## config.mk

```make
export PLATFORM = sky130hd
export DESIGN_NAME = nios_mulh_sequencer
export DESIGN_NICKNAME = d
export VERILOG_FILES = /design/src/rtl/nios_mul_pkg.sv /design/src/rtl/mul16_pipe.sv /design/src/rtl/nios_mulh_sequencer.sv
export SDC_FILE = /design/constraint.sdc
export NUM_CORES = 1
export LEC_CHECK = 0
export ABC_CLOCK_PERIOD_IN_PS = 8700
export CAP_MARGIN = 20
export CORE_ASPECT_RATIO = 1.2
export CORE_MARGIN = 2
export CORE_UTILIZATION = 30
export DETAILED_ROUTE_END_ITERATION = 6
export GPL_TIMING_DRIVEN = 0
export PLACE_DENSITY = 0.5
export SLEW_MARGIN = 0
export SYNTH_ARGS = -nofsm -noshare
export SYNTH_HDL_FRONTEND = slang
export SYNTH_SLANG_ARGS = --single-unit
```

## constraint.sdc

```tcl
create_clock -name clk -period 8.7 [get_ports clk]
set_clock_uncertainty 0.15 [all_clocks]
set_input_delay 1.74 -clock clk [delete_from_list [all_inputs] [get_ports clk]]
set_output_delay 1.74 -clock clk [all_outputs]
set_load 0.02 [all_outputs]
```

## src/rtl/nios_mul_pkg.sv

```systemverilog
// rtl/nios_mul_pkg.sv - shared types and constants for the Nios multi-cycle multiply sequencer
package nios_mul_pkg;

  typedef enum logic [1:0] {IDLE, ISSUE, DRAIN, FIX} state_t;

  localparam int MUL_LATENCY_MAX = 2;

  // Bit position of partial product k inside the 64-bit accumulator
  localparam int PP_SHIFT [4] = '{0, 16, 16, 32};

  function automatic logic [63:0] place_pp(input logic [31:0] pp, input logic [1:0] k);
    return {32'd0, pp} << PP_SHIFT[k];
  endfunction

endpackage

```

## src/rtl/mul16_pipe.sv

```systemverilog
// rtl/mul16_pipe.sv - pipelined 16x16 unsigned multiplier carrying a {valid,k} tag
module mul16_pipe
  import nios_mul_pkg::*;
#(
  parameter int MUL_LATENCY = 1
) (
  input  logic        clk,
  input  logic        reset_n,
  input  logic        flush,
  input  logic        in_valid,
  input  logic [1:0]  in_k,
  input  logic [15:0] a,
  input  logic [15:0] b,
  output logic [31:0] prod,
  output logic        out_valid,
  output logic [1:0]  out_k
);

  localparam int LAT = (MUL_LATENCY < 1) ? 1 :
                       (MUL_LATENCY > MUL_LATENCY_MAX) ? MUL_LATENCY_MAX : MUL_LATENCY;

  logic [31:0] prod_q [LAT];
  logic [2:0]  tag_q  [LAT];

  // Product data is left free-running; only the tags are killed on flush
  always_ff @(posedge clk or negedge reset_n) begin
    if (!reset_n) begin
      for (int i = 0; i < LAT; i++) begin
        prod_q[i] <= '0;
        tag_q[i]  <= '0;
      end
    end else begin
      prod_q[0] <= 32'(a) * 32'(b);
      tag_q[0]  <= flush ? 3'b000 : {in_valid, in_k};
      for (int i = 1; i < LAT; i++) begin
        prod_q[i] <= prod_q[i-1];
        tag_q[i]  <= flush ? 3'b000 : tag_q[i-1];
      end
    end
  end

  assign prod               = prod_q[LAT-1];
  assign {out_valid, out_k} = tag_q[LAT-1];

endmodule

```

## src/rtl/nios_mulh_sequencer.sv

```systemverilog
// rtl/nios_mulh_sequencer.sv - 32x32->64 multiply via four 16x16 partial products plus signed fix-up
module nios_mulh_sequencer
  import nios_mul_pkg::*;
#(
  parameter int MUL_LATENCY = 1
) (
  input  logic        clk,
  input  logic        reset_n,
  input  logic        start,
  input  logic        flush,
  input  logic [31:0] src1,
  input  logic [31:0] src2,
  input  logic        sign1,
  input  logic        sign2,
  output logic        busy,
  output logic        done,
  output logic [31:0] result_hi,
  output logic [31:0] result_lo
);

  state_t      state_q, state_d;
  logic [1:0]  k_q;
  logic [31:0] a_q, b_q;
  logic        s1_q, s2_q;
  logic [63:0] acc_q;
  logic [15:0] mul_a, mul_b;
  logic [31:0] pp;
  logic        pp_valid;
  logic [1:0]  pp_k;
  logic [31:0] hi_fix;
  logic        accept;

  assign accept = (state_q == IDLE) && start && !flush;
  assign busy   = (state_q != IDLE);

  // k bit 0 selects the high half of a, k bit 1 the high half of b
  assign mul_a = k_q[0] ? a_q[31:16] : a_q[15:0];
  assign mul_b = k_q[1] ? b_q[31:16] : b_q[15:0];

  mul16_pipe #(.MUL_LATENCY(MUL_LATENCY)) u_mul (
    .clk       (clk),
    .reset_n   (reset_n),
    .flush     (flush),
    .in_valid  (state_q == ISSUE),
    .in_k      (k_q),
    .a         (mul_a),
    .b         (mul_b),
    .prod      (pp),
    .out_valid (pp_valid),
    .out_k     (pp_k)
  );

  always_ff @(posedge clk or negedge reset_n) begin
    if (!reset_n) state_q <= IDLE;
    else          state_q <= state_d;
  end

  always_comb begin
    state_d = state_q;
    if (flush) begin
      state_d = IDLE;
    end else begin
      case (state_q)
        IDLE:    if (start) state_d = ISSUE;
        ISSUE:   if (k_q == 2'd3) state_d = DRAIN;
        DRAIN:   if (pp_valid && pp_k == 2'd3) state_d = FIX;
        FIX:     state_d = IDLE;
        default: state_d = IDLE;
      endcase
    end
  end

  // Unsigned product minus the two's-complement corrections on the high word
  assign hi_fix = acc_q[63:32]
                - ((s1_q && a_q[31]) ? b_q : 32'd0)
                - ((s2_q && b_q[31]) ? a_q : 32'd0);

  always_ff @(posedge clk or negedge reset_n) begin
    if (!reset_n) begin
      k_q       <= '0;
      a_q       <= '0;
      b_q       <= '0;
      s1_q      <= 1'b0;
      s2_q      <= 1'b0;
      acc_q     <= '0;
      done      <= 1'b0;
      result_hi <= '0;
      result_lo <= '0;
    end else begin
      done <= 1'b0;
      if (accept) begin
        a_q   <= src1;
        b_q   <= src2;
        s1_q  <= sign1;
        s2_q  <= sign2;
        acc_q <= '0;
        k_q   <= '0;
      end
      if (state_q == ISSUE) k_q <= k_q + 2'd1;
      if (pp_valid && !flush) acc_q <= acc_q + place_pp(pp, pp_k);
      if (state_q == FIX && !flush) begin
        result_hi <= hi_fix;
        result_lo <= acc_q[31:0];
        done      <= 1'b1;
      end
    end
  end

endmodule

```

==> results of run 1 <==
worst paths after layout:
path                            slack, ns                 startpoint                         to
min in group asynchronous            0.90                    reset_n   result_lo[5]$_DFFE_PN0P_
worst max register to register       0.38         k_q[0]$_DFFE_PN0P_   u_mul.prod[31]$_DFF_PN0_
worst max-delay path                 0.38         k_q[0]$_DFFE_PN0P_   u_mul.prod[31]$_DFF_PN0_
worst min-delay path                 0.32  result_lo[22]$_DFFE_PN0P_  result_lo[22]$_DFFE_PN0P_
worst min register to register       0.32  result_lo[22]$_DFFE_PN0P_  result_lo[22]$_DFFE_PN0P_
max in group asynchronous            6.50                    reset_n        a_q[26]$_DFFE_PN0P_
cell type report:
cell class / count / area share, %
Buffer: 118 / 1.65
Inverter: 253 / 3.45
Sequential cell: 234 / 21.3
Clock buffer: 37 / 2.81
Timing Repair Buffer: 146 / 5.39
Tap cell: 1035 / 4.70
Multi-Input combinational cell: 2179 / 60.3
Clock inverter: 8 / 0.459
worst max-delay path: cells and delay by family (launching register included):
family	cells	cell delay (ns)
xor+xnor	1	0.23
simple gates	2	0.34
compound gates	7	1.47
fa+ha+maj	7	3.27
buf+inv	7	1.69
flops	1	0.37
mux	1	0.70
flip-flops by register name, indices dropped and copies added (netlist names), 2 cells and up:
signal       count
a_q             32
u_mul.prod      32
result_hi       32
b_q             32
result_lo       32
acc_q           64
state_q          2
u_mul.tag_q      3
k_q              2
Yosys cell counts, types with 11 or more instances:
cell type / n / area (sq um)
o21a_1: 18 / 135
nand2_1: 657 / 2470
nor2_1: 196 / 736
nor3_1: 17 / 85.1
inv_1: 253 / 950
a21oi_1: 111 / 556
nor2b_1: 30 / 188
dfrtp_1: 234 / 5860
clkbuf_1: 103 / 387
and2_1: 27 / 169
nand3_1: 35 / 175
ha_1: 206 / 2580
fa_1: 226 / 4520
mux2i_1: 50 / 500
o31ai_1: 17 / 128
a21o_1: 93 / 698
a22o_1: 17 / 149
and3_1: 16 / 100
nand2b_1: 20 / 125
xnor2_1: 68 / 596
a211oi_1: 16 / 120
mux2_2: 30 / 338
nand4_1: 28 / 175
o21ai_0: 137 / 686
a31oi_1: 11 / 68.8
xor2_1: 45 / 394
o21bai_1: 18 / 135
per-layer routing:
layer  track usage (%)  vias to the layer above  wire length (um)
li1                  -                     9515                 -
met1              24.8                     9921             32700
met2              35.8                      486             42200
met3              3.10                      116              4530
met4              6.16                        0              2760
met5                 0                        -                 0
cell families after synthesis:
logic type,after synthesis,synth area share [%]
xor gates and xnor gates,113,4.15
DFF,234,24.6
muxes,80,3.52
buffers and inverters,371,5.88
adders and majority gates,432,29.8
AOI/OAI and AO/OA,502,13.6
and+or+nand+nor,1052,18.5
per-stage QoR:
step	instance area (sq um)	setup TNS (ns)	util, %	worst slack [ns]	std cells
2_1_floorplan	23800	0	-	1.63	2784
3_3_place_gp	26500	-1144.53	33.6	-4.97	3953
3_5_place_dp	26600	0	33.7	0.0483	3960
4_1_cts	27500	0	34.8	0.0289	4005
5_1_grt	27500	0	34.9	0.0971	4010
6_report	27500	0	34.9	0.384	4010
repair_timing:
| action | in CTS | in global routing |
|---|---|---|
| endpoints found under the setup margin | 0 | 7 |
| gates resized for setup | 0 | 4 |
| hold endpoints to repair | 0 | 0 |
==> impl_metrics.json, run 1 <==
{
  "status": "complete, no violations",
  "clock_tree.buffer_depth": 3,
  "die_area_sq_um": 81700,
  "synth-edff-count": 0,
  "synthCells": 2784,
  "reg2reg_depth": 25,
  "drtIter0Drc": 1425,
  "vias": 20000,
  "antenna_found_initial": 0,
  "first_pass_iters": 5,
  "hold_path_depth": 2,
  "yosys_most_used_dff": "dfrtp_1",
  "worst_pin_slew_ns": 1.21,
  "die_y_um": 313,
  "regArea_sq_um": 5860,
  "clkTransAtPathRegs_ns": 0.06,
  "fillerInstances": 8399,
  "syn_to_final_growth_pct": 15.5,
  "netlist_area_sq_um": 23800,
  "worstPathRequired_ns": 9.01,
  "io_pins": 136,
  "critPathLaunchType": "flop",
  "cts_buffers": 26,
  "grt_pass1_wl_mm": 124,
  "drc": 0,
  "grt_pass1_vias": 20400,
  "nNetsFinal": 3460,
  "timing.hold.ws_ns": 0.321,
  "detail-route-antenna-nets": 0,
  "yosysWarnings": 0,
  "grt_overflow": 0,
  "final_cell_mix": "nand2_1, inv_1, dfrtp_1",
  "clk_latency_ns": 0.57,
  "cts_sinks": 234,
  "rsz0062_at_grt": "false",
  "gp_congestion": 0.928,
  "cpPeakStageDelay_ns": 0.70,
  "drive_above_1_share_pct": 3.93,
  "die_x_um": 261,
  "grt_max_degree": 112,
  "grt.total_usage_pct": 20.1,
  "layout_commonest_cell": "nand2_1",
  "syn_nets": 3286,
  "port_buffers": 134,
  "viasPerCell": 5.00,
  "n_antenna_cell": 0,
  "root_buffer": "clkbuf_16",
  "finalMaxSlewViolations": 0,
  "cts_tree": "done",
  "worst_setup_path_end_kind": "flop",
  "wl_per_cell_um": 20.5,
  "ys_seq_area_share_pct": 24.6,
  "critPathMostFrequentCell": "fa_1",
  "post_cts_buffers": 0,
  "hold_violations": 0,
  "slowest_stage": "mux2i_2",
  "slew_headroom_pct": 16.9,
  "synth.avg_cell_area_sq_um": 8.56,
  "max_cap_violations": 0,
  "start_util_pct": 30.2,
  "ys_ff_latch": 234,
  "period_minus_slack_ns": 8.32,
  "max_freq_mhz": 120,
  "dp_hpwl_mm": 68.6,
  "layout_worst_path_cycle_share_pct": 95.6,
  "async_flop_share_pct": 100,
  "path_class": "flop to flop",
  "finalWirelength_mm": 82.3,
  "cts-hold-fix-buffers": 0,
  "synth_cell_types": 67,
  "setup_viol": 0,
  "multiInputGateArea_sq_um": 16600,
  "h-tree-depth": 1,
  "hold_class": "flop to flop",
  "row_count": 113,
  "core_sq_um": 78900,
  "cp_max_fo": 10,
  "worstPathArrival_ns": 8.63
}
Power of run 1 is not shown: default switching activity piles up to over one toggle a cycle in this logic, so the estimate is an artifact.
==> inputs of run 2 (changes only) <==
--- a/config.mk
+++ b/config.mk
@@ -5,11 +5,12 @@
 export SDC_FILE = /design/constraint.sdc
 export NUM_CORES = 1
 export LEC_CHECK = 0
-export ABC_CLOCK_PERIOD_IN_PS = 8700
+export ABC_CLOCK_PERIOD_IN_PS = 10650
 export CAP_MARGIN = 20
-export CORE_ASPECT_RATIO = 1.2
+export CORE_ASPECT_RATIO = 1.5
 export CORE_MARGIN = 2
 export CORE_UTILIZATION = 30
+export CTS_CLUSTER_SIZE = 12
 export DETAILED_ROUTE_END_ITERATION = 6
 export GPL_TIMING_DRIVEN = 0
 export PLACE_DENSITY = 0.5
==> constraint.sdc (replaced) <==
create_clock -name clk -period 10.65 [get_ports clk]
set_clock_uncertainty 0.15 [all_clocks]
set_input_delay 2.13 -clock clk [delete_from_list [all_inputs] [get_ports clk]]
set_output_delay 2.13 -clock clk [all_outputs]
set_load 0.02 [all_outputs]
==> impl_metrics.json, run 2 (synthesis results as in run 1) <==
{
  "status": "finished, violations left",
  "violations": "design-rule violations",
  "max_cap_violations": 0,
  "viasPerCell": 5.06,
  "clk_latency_ns": 0.59,
  "io_pins": 136,
  "clkTransAtPathRegs_ns": 0.06,
  "drive_above_1_share_pct": 3.92,
  "cts_resized": 0,
  "finalSetupTns_ns": 0,
  "cts-hold-fix-buffers": 0,
  "grt_max_degree": 116,
  "post_cts_buffers": 0,
  "cts_buffers": 28,
  "cts_sinks": 234,
  "grt_pass1_vias": 21100,
  "antenna_found_initial": 0,
  "layout_worst_path_cycle_share_pct": 83.2,
  "largest_reg_flops": 64,
  "worstPathRequired_ns": 10.97,
  "multiInputGateArea_sq_um": 16600,
  "regArea_sq_um": 5860,
  "gp_congestion": 0.951,
  "vias": 20300,
  "finalWirelength_mm": 85.5,
  "path_class": "flop to flop",
  "clock_tree.buffer_depth": 3,
  "die_y_um": 349,
  "cts_tree": "done",
  "worstPathArrival_ns": 9.18,
  "wl_per_cell_um": 21.3,
  "final_cell_mix": "nand2_1, inv_1, dfrtp_1",
  "finalMaxSlewViolations": 0,
  "slew_headroom_pct": 20.0,
  "cpPeakStageDelay_ns": 0.96,
  "die_area_sq_um": 81800,
  "nNetsFinal": 3465,
  "start_util_pct": 30.3,
  "h-tree-depth": 1,
  "period_minus_slack_ns": 8.86,
  "dp_hpwl_mm": 72.4,
  "port_buffers": 134,
  "root_buffer": "clkbuf_16",
  "layout_commonest_cell": "nand2_1",
  "drtIter0Drc": 1251,
  "largest-register": "acc_q",
  "setup_viol": 0,
  "critPathMostFrequentCell": "fa_1",
  "worst_setup_path_end_kind": "flop",
  "first_pass_iters": 7,
  "drc": 3,
  "syn_to_final_growth_pct": 15.4,
  "critPathLaunchType": "flop",
  "die_x_um": 234,
  "hold_violations": 0,
  "slowest_stage": "mux2i_1",
  "core_sq_um": 78700,
  "max_freq_mhz": 113,
  "grt.total_usage_pct": 21.0,
  "rsz0062_at_grt": "false",
  "grt_overflow": 0,
  "grt_pass1_wl_mm": 128,
  "hold_class": "flop to flop",
  "n_antenna_cell": 0,
  "cp_max_fo": 10,
  "detail-route-antenna-nets": 0,
  "row_count": 126,
  "worst_pin_slew_ns": 1.17,
  "fillerInstances": 8252
}
run 2: cell types whose count changed in the layout (fill, tap and decap cells not counted), moves of 2 or more:
cell	change
bufinv_16	-2
mux2i_2	-3
clkbuf_8	-3
mux2i_1	+3
clkbuf_16	+2
buf_4	+2
inv_6	+3
run 2: path summary, 6_finish.rpt:
check | start | endpoint | slack, ns | depth (start not counted)
max | k_q[0]$_DFFE_PN0P_ | u_mul.prod[31]$_DFF_PN0_ | 1.79 | 25
min | result_lo[29]$_DFFE_PN0P_ | result_lo[29]$_DFFE_PN0P_ | 0.32 | 2
max reg2reg | k_q[0]$_DFFE_PN0P_ | u_mul.prod[31]$_DFF_PN0_ | 1.79 | 25
min reg2reg | result_lo[29]$_DFFE_PN0P_ | result_lo[29]$_DFFE_PN0P_ | 0.32 | 2
max in group asynchronous | reset_n | result_hi[11]$_DFFE_PN0P_ | 7.66 | 3
min in group asynchronous | reset_n | result_lo[3]$_DFFE_PN0P_ | 1.32 | 1
run 2: routing by layer:
layer / part of all wire [%] / vias to the layer above / track usage, %
met3: 4.4 / 179 / 2.43
met2: 54 / 534 / 39.6
met1: 36 / 10000 / 22.6
li1: - / 9537 / -
met5: 0 / - / 0
met4: 5.9 / 0 / 11.1
run 2: through the flow:
step	cells	util, %	hold slack (ns)	worst slack, ns	cell area, sq um
2_1_floorplan	2784	-	0.312	3.58	23800
3_3_place_gp	3942	33.6	0.307	-3.56	26500
3_5_place_dp	3951	33.8	0.313	1.89	26600
4_1_cts	3999	34.9	0.328	1.87	27500
5_1_grt	4005	35.0	0.343	1.41	27500
6_report	4005	35.0	0.322	1.79	27500
run 2: critical path: cells and delay by family (launching register included):
kind / cells / cell delay, ns
buffers and inverters: 7 / 1.87
adders and majority gates: 7 / 3.35
muxes: 1 / 0.96
xor gates and xnor gates: 1 / 0.23
DFF: 1 / 0.38
AOI/OAI and AO/OA: 7 / 1.48
and+or+nand+nor: 2 / 0.33
run 2: layout make-up:
cell class | count | area share (%)
Buffer | 118 | 1.64
Clock buffer | 37 | 2.86
Clock inverter | 11 | 0.373
Inverter | 253 | 3.45
Multi-Input combinational cell | 2179 | 60.2
Sequential cell | 234 | 21.3
Tap cell | 1024 | 4.66
Timing Repair Buffer | 149 | 5.49
Power of run 2 is left out for the same reason.
